### src/rtl/sha256_pkg.sv
// Shared types and constants for the SHA-256 message padder.
package sha256_pkg;

  localparam int unsigned WORDS_PER_BLOCK = 16;
  localparam int unsigned BLOCK_BITS      = 512;
  localparam int unsigned BLOCK_BYTES     = BLOCK_BITS / 8;
  localparam int unsigned WORD_BITS       = 32;
  localparam int unsigned WCNT_W          = $clog2(WORDS_PER_BLOCK);
  localparam int unsigned POS_W           = $clog2(BLOCK_BYTES) + 1;
  localparam int unsigned LEN_W           = 64;
  localparam int unsigned LEN_BYTE_OFS    = 56;
  localparam logic [7:0]  PAD_BYTE        = 8'h80;

  typedef enum logic [1:0] {
    FILL  = 2'd0,
    EMIT  = 2'd1,
    EXTRA = 2'd2
  } state_e;

endpackage

### src/rtl/sha256_pad_mask.sv
// Maps the end-of-message byte position to a byte keep mask and the 0x80 pad location.
module sha256_pad_mask
  import sha256_pkg::*;
(
  input  logic [POS_W-1:0]       pos_i,
  output logic [BLOCK_BYTES-1:0] keep_o,
  output logic                   pad_en_o,
  output logic [POS_W-2:0]       pad_pos_o
);

  // Byte i carries message data only when it lies before the end position.
  always_comb begin
    keep_o = '0;
    for (int unsigned i = 0; i < BLOCK_BYTES; i++) begin
      keep_o[i] = (POS_W'(i) < pos_i);
    end
  end

  assign pad_en_o  = (pos_i < POS_W'(BLOCK_BYTES));
  assign pad_pos_o = pos_i[POS_W-2:0];

endmodule

### src/rtl/sha256_padder.sv
// SHA-256 message padder: packs 32-bit words into padded 512-bit blocks.
// Optional SHA256_PADDER_BLKCNT_EN adds a blk_count port counting block transfers.
module sha256_padder
  import sha256_pkg::*;
(
  input  logic                  clk,
  input  logic                  reset,
  input  logic                  in_valid,
  output logic                  in_ready,
  input  logic [WORD_BITS-1:0]  in_data,
  input  logic                  in_last,
  input  logic [2:0]            in_bytes,
  output logic                  blk_valid,
  input  logic                  blk_ready,
  output logic [BLOCK_BITS-1:0] blk_data,
  output logic                  blk_last
`ifdef SHA256_PADDER_BLKCNT_EN
  ,
  output logic [31:0]           blk_count
`endif
);

  state_e                  state_q, state_d;
  logic [WCNT_W-1:0]       wcnt_q, wcnt_d;
  logic [LEN_W-1:0]        len_q, len_d;
  logic [BLOCK_BITS-1:0]   blk_q, blk_d;
  logic                    last_q, last_d;
  logic                    extra_q, extra_d;
  logic                    pad64_q, pad64_d;

  logic [2:0]              nbytes;
  logic [POS_W-1:0]        pos;
  logic [LEN_W-1:0]        len_add;
  logic [BLOCK_BITS-1:0]   blk_wr;
  logic [BLOCK_BYTES-1:0]  keep;
  logic                    pad_en;
  logic [POS_W-2:0]        pad_pos;

  assign nbytes  = (in_bytes > 3'd4) ? 3'd4 : in_bytes;
  assign pos     = POS_W'({wcnt_q, 2'b00}) + POS_W'(nbytes);
  assign len_add = in_last ? (LEN_W'(nbytes) << 3) : LEN_W'(WORD_BITS);

  sha256_pad_mask u_pad_mask (
    .pos_i     (pos),
    .keep_o    (keep),
    .pad_en_o  (pad_en),
    .pad_pos_o (pad_pos)
  );

  // Current block with the incoming word written at slot wcnt.
  always_comb begin
    blk_wr = blk_q;
    for (int unsigned w = 0; w < WORDS_PER_BLOCK; w++) begin
      if (WCNT_W'(w) == wcnt_q) blk_wr[BLOCK_BITS-1-WORD_BITS*w -: WORD_BITS] = in_data;
    end
  end

  always_comb begin
    state_d = state_q;
    wcnt_d  = wcnt_q;
    len_d   = len_q;
    blk_d   = blk_q;
    last_d  = last_q;
    extra_d = extra_q;
    pad64_d = pad64_q;
    unique case (state_q)
      FILL: begin
        if (in_valid) begin
          wcnt_d = wcnt_q + WCNT_W'(1);
          len_d  = len_q + len_add;
          blk_d  = blk_wr;
          if (in_last) begin
            for (int unsigned i = 0; i < BLOCK_BYTES; i++) begin
              if (!keep[i]) begin
                blk_d[BLOCK_BITS-1-8*i -: 8] =
                  (pad_en && (pad_pos == (POS_W-1)'(i))) ? PAD_BYTE : 8'h00;
              end
            end
            // Length fits behind the pad byte only when the message ends before byte 56.
            if (pos < POS_W'(LEN_BYTE_OFS)) begin
              blk_d[LEN_W-1:0] = len_d;
              last_d           = 1'b1;
              extra_d          = 1'b0;
            end else begin
              last_d  = 1'b0;
              extra_d = 1'b1;
            end
            pad64_d = !pad_en;
            state_d = EMIT;
          end else if (wcnt_q == WCNT_W'(WORDS_PER_BLOCK - 1)) begin
            last_d  = 1'b0;
            extra_d = 1'b0;
            state_d = EMIT;
          end
        end
      end
      EMIT: begin
        if (blk_ready) begin
          if (last_q) begin
            wcnt_d  = '0;
            len_d   = '0;
            last_d  = 1'b0;
            state_d = FILL;
          end else if (extra_q) begin
            blk_d            = '0;
            blk_d[LEN_W-1:0] = len_q;
            if (pad64_q) blk_d[BLOCK_BITS-1 -: 8] = PAD_BYTE;
            last_d  = 1'b1;
            extra_d = 1'b0;
            state_d = EXTRA;
          end else begin
            state_d = FILL;
          end
        end
      end
      EXTRA: begin
        if (blk_ready) begin
          wcnt_d  = '0;
          len_d   = '0;
          last_d  = 1'b0;
          state_d = FILL;
        end
      end
      default: state_d = FILL;
    endcase
  end

  always_ff @(posedge clk) begin
    if (reset) begin
      state_q <= FILL;
      wcnt_q  <= '0;
      len_q   <= '0;
      blk_q   <= '0;
      last_q  <= 1'b0;
      extra_q <= 1'b0;
      pad64_q <= 1'b0;
    end else begin
      state_q <= state_d;
      wcnt_q  <= wcnt_d;
      len_q   <= len_d;
      blk_q   <= blk_d;
      last_q  <= last_d;
      extra_q <= extra_d;
      pad64_q <= pad64_d;
    end
  end

  assign in_ready  = (state_q == FILL);
  assign blk_valid = (state_q == EMIT) || (state_q == EXTRA);
  assign blk_data  = blk_q;
  assign blk_last  = last_q;

`ifdef SHA256_PADDER_BLKCNT_EN
  logic [31:0] cnt_q;

  always_ff @(posedge clk) begin
    if (reset) cnt_q <= '0;
    else if (blk_valid && blk_ready) cnt_q <= cnt_q + 32'd1;
  end

  assign blk_count = cnt_q;
`endif

endmodule

### config.mk
export PLATFORM = sky130hd
export DESIGN_NAME = sha256_padder
export DESIGN_NICKNAME = d
export VERILOG_FILES = /design/src/rtl/sha256_pkg.sv /design/src/rtl/sha256_pad_mask.sv /design/src/rtl/sha256_padder.sv
export SDC_FILE = /design/constraint.sdc
export NUM_CORES = 1
export LEC_CHECK = 0
export CORE_MARGIN = 1
export CORE_UTILIZATION = 45
export DETAILED_ROUTE_END_ITERATION = 10
export PLACE_DENSITY = 0.72
export SLEW_MARGIN = 10
export SYNTH_ARGS = -nofsm -noshare
export SYNTH_HDL_FRONTEND = slang
export SYNTH_SLANG_ARGS = --single-unit
### constraint.sdc
create_clock -name clk -period 4.3 [get_ports clk]
set_input_delay 0.645 -clock clk [delete_from_list [all_inputs] [get_ports clk]]
set_output_delay 0.645 -clock clk [all_outputs]
set_load 0.03 [all_outputs]
==> impl_metrics.yaml <==
run_status:
  outcome: "completed"
sta:
  hold_violations: 0
  finalCritPeriodShare_pct: 82.5
  relSlewSlack_pct: 14.2
  fin_crit_ps: 3550
  setup_violations: 0
  fmax_mhz: 282
  fin_tns_setup_ps: 0
  worst_pin_slew_ps: 1280
  slew_violations: 0
  rsz0062_at_grt: "no"
  finalClockSkew_ps: 14.1
routing:
  ant_nets: 0
  via_count: 27900
  vias_per_cell: 6.25
  first_iter_violations: 2991
  routed_wl_mm: 118
  avgRoutedWirePerCell_um: 26.4
  drcViolationCount: 0
  drtPass1Iterations: 8
global_routing:
  overflow: 0
  grt_usage_pct: 38.6
  grtUsageMet1_pct: 48.6
  busiest_layer: "met2"
  met2_usage_pct: 61.5
  met3_usage_pct: 8.56
  grt_pass1_wl_mm: 173
  grt_pass1_vias: 26200
  antenna_found_initial: 5
  grt_max_degree: 138
floorplanning:
  std_cell_rows: 87
  core_mm2: 0.0566
  start_util_pct: 45.7
  die_h_um: 242
  io_pins: 555
  dieArea_mm2: 0.0585
  dieWidth_um: 242
clock_network:
  clock_path_buffers: 3
  post_cts_buffers: 0
  cts_inserted_buffers: 60
  cts_root_buf: "clkbuf_16"
  clk_latency_ps: 630
  htree_levels: 2
  cts_hold_buf: 0
  cts_tree: "done"
  cts-resized-gates: 0
  cts.sinks: 582
  clk_pin_slew_ps: 70
synth:
  synth_top_family_by_area: "compound AO/OA/AOI/OAI gates"
  syn-num-nets: 3182
  syn_avg_cell_area_um2: 8.27
  ys_ff_latch: 582
  yosys-top-cells-count: "dfxtp_1 (582), nor2_1 (412), nand2_1 (367)"
  synth.most_common_cell: "dfxtp_1"
  ys_seq_area_share_pct: 45.0
  yosys_warnings: 0
  synthSimpleGateAreaFrac_pct: 21.2
  yosys.area.top_type: "dfxtp_1"
  yosys-top-cells-area: "dfxtp_1 (45%), nor2_1 (6.0%), a21oi_1 (5.5%)"
  async_reset_ff_share_pct: 0
  yosysUniqueCellTypes: 86
  synthAdderAreaFrac_pct: 0.706
  synthesis.area_mm2: 0.0259
  synth_xor_area_share_pct: 1.35
  synth_edf_count: 0
  synth-compound-area-share_pct: 24.4
  synth.area.mux_share_pct: 3.14
  synthCells: 3128
  synth_top_flop_cell: "dfxtp_1"
  synth_top_area_share_pct: 45.0
worst_hold_path:
  hold_class: "reg -> reg"
worst_setup_path:
  crit_type: "in -> reg"
  crit_start: "in_bytes[2]"
  worstReg2RegStart: "wcnt_q[3]$_SDFFE_PP0P_"
  r2r_setup_slack_ps: 840
  crit_path_max_incr_delay_ps: 620
  cp_max_fo: 8
  crit_arrival_ps: 4110
  cp_slowest_cell: "nor3_1"
  ff2ff_path_depth: 7
  path_cells: "clkdlybuf4s50_1 -> ha_1 -> ha_1 -> buf_4 -> nor3_1 -> buf_4 -> o31a_1 -> nor3_1 -> a21oi_1 -> buf_4 -> nor2_1 -> a22o_1"
  worstSetupEndpoint: "blk_data[164]$_SDFFE_PP0P_"
  endpoint_kind: "flop"
  required_ps: 4870
  r2r-end: "blk_data[211]$_SDFFE_PP0P_"
  critPathLaunchType: "input pin"
  cp_common_cell: "buf_4"
placed_design:
  place_congestion: 0.997
  hpwl_mm: 85.7
  port_buffers: 554
final_layout:
  drive_gt1_share_pct: 8.16
  syn2layout_area_growth_pct: 34.6
  nNetsFinal: 3707
pwr:
  power.switching_w: 0.00390
  p_int_w: 0.00949
  p_seq_share_pct: 41.9
  p_total_w: 0.0134
  power_frac_clock_pct: 42.4
  irDropWorstVdd_mv: 0.315
  leakage_nw: 12.5
  combPwrFrac_pct: 15.7
  power_density_mw_per_mm2: 384
  swShare_pct: 29.1
flow_run:
  maxCapViolCount: 0
-- cells in the final DEF, fill, tap and decap left out, types with 31 or more instances in the layout --
master           count
dfxtp_1            582
nand2_1            367
clkbuf_16           62
nor4_1              43
o21ai_1             36
a22oi_1            152
mux2i_1             80
buf_4              153
nand3_1             64
nor3_1              99
o21ai_0            137
clkdlybuf4s50_1    553
nor2_1             409
a22o_1             154
a21oi_1            282
and3_1              31
-- logic make-up (layout without fill, tap and decap cells) --
group / count (synthesis) / count (layout)
AO/OA/AOI/OAI: 945 / 945
XOR/XNOR: 40 / 40
adder cells (fa/ha/maj): 14 / 14
buffers and inverters: 274 / 849
flip-flops: 582 / 582
multiplexers: 81 / 81
other: 0 / 3
AND/OR/NAND/NOR: 1192 / 1192
-- state kept, by name (all words and copies together) (netlist names) --
register and flops:
state_q 2, extra_q 1, wcnt_q 4, blk_last 1, len_q 61, blk_data 512, pad64_q 1
-- worst max-delay path, delay by kind of cell --
| kind | cells | cell delay [ps] |
|---|---|---|
| fa+ha+maj | 2 | 590 |
| compound gates | 3 | 760 |
| simple gates | 3 | 1020 |
| buf+inv | 4 | 1090 |
-- per-layer routing --
layer	part of all wire, %	routed length, um
met5	0	0
met4	5.7	6740
met3	10	12200
met2	45	53000
met1	39	45700
-- power groups by stage --
stage | Sequential (W) | Clock, W | Combinational, W
finish | 0.00561 | 0.00567 | 0.00210
global route | 0.00562 | 0.00592 | 0.00219
CTS | 0.00561 | 0.00569 | 0.00205
detailed placement | 0.00573 | 0 | 0.00204
global placement | 0.00572 | 0 | 0.00201
floorplan | 0.00591 | 0 | 0.000916
-- worst min path at each step --
| stage | start | to | slack (ps) | cells past startpoint |
|---|---|---|---|---|
| floorplan | pad64_q$_SDFFE_PP0P_ | pad64_q$_SDFFE_PP0P_ | 450 | 2 |
| global placement | blk_data[255]$_SDFFE_PP0P_ | blk_data[255]$_SDFFE_PP0P_ | 430 | 2 |
| detailed placement | blk_data[255]$_SDFFE_PP0P_ | blk_data[255]$_SDFFE_PP0P_ | 440 | 2 |
| CTS | blk_data[255]$_SDFFE_PP0P_ | blk_data[255]$_SDFFE_PP0P_ | 450 | 2 |
| global route | blk_data[456]$_SDFFE_PP0P_ | blk_data[456]$_SDFFE_PP0P_ | 470 | 2 |
| finish | blk_data[255]$_SDFFE_PP0P_ | blk_data[255]$_SDFFE_PP0P_ | 450 | 2 |
-- final cells by class --
type,instances,area (um2)
fillers,4927,21800
multi-input cells,2272,13200
flip-flops and latches,582,11700
repair buffers,711,6780
clock buffers,87,1800
well taps,756,946
clock inverters,25,357
inverters,26,97.6
diodes,3,7.51
-- through the flow --
step / instance area [um2] / util (%) / hold slack, ps / worst slack [ps] / instances
after detailed placement: 32700 / 57.7 / 442 / 226 / 4347
after global routing: 34800 / 61.5 / 469 / 589 / 4460
after floorplan: 25900 / - / 449 / 840 / 3128
after CTS: 34800 / 61.5 / 451 / 879 / 4459
final: 34800 / 61.5 / 451 / 753 / 4462
after global placement: 32700 / 57.7 / 432 / 228 / 4347
(Power assumes the default switching activity.)
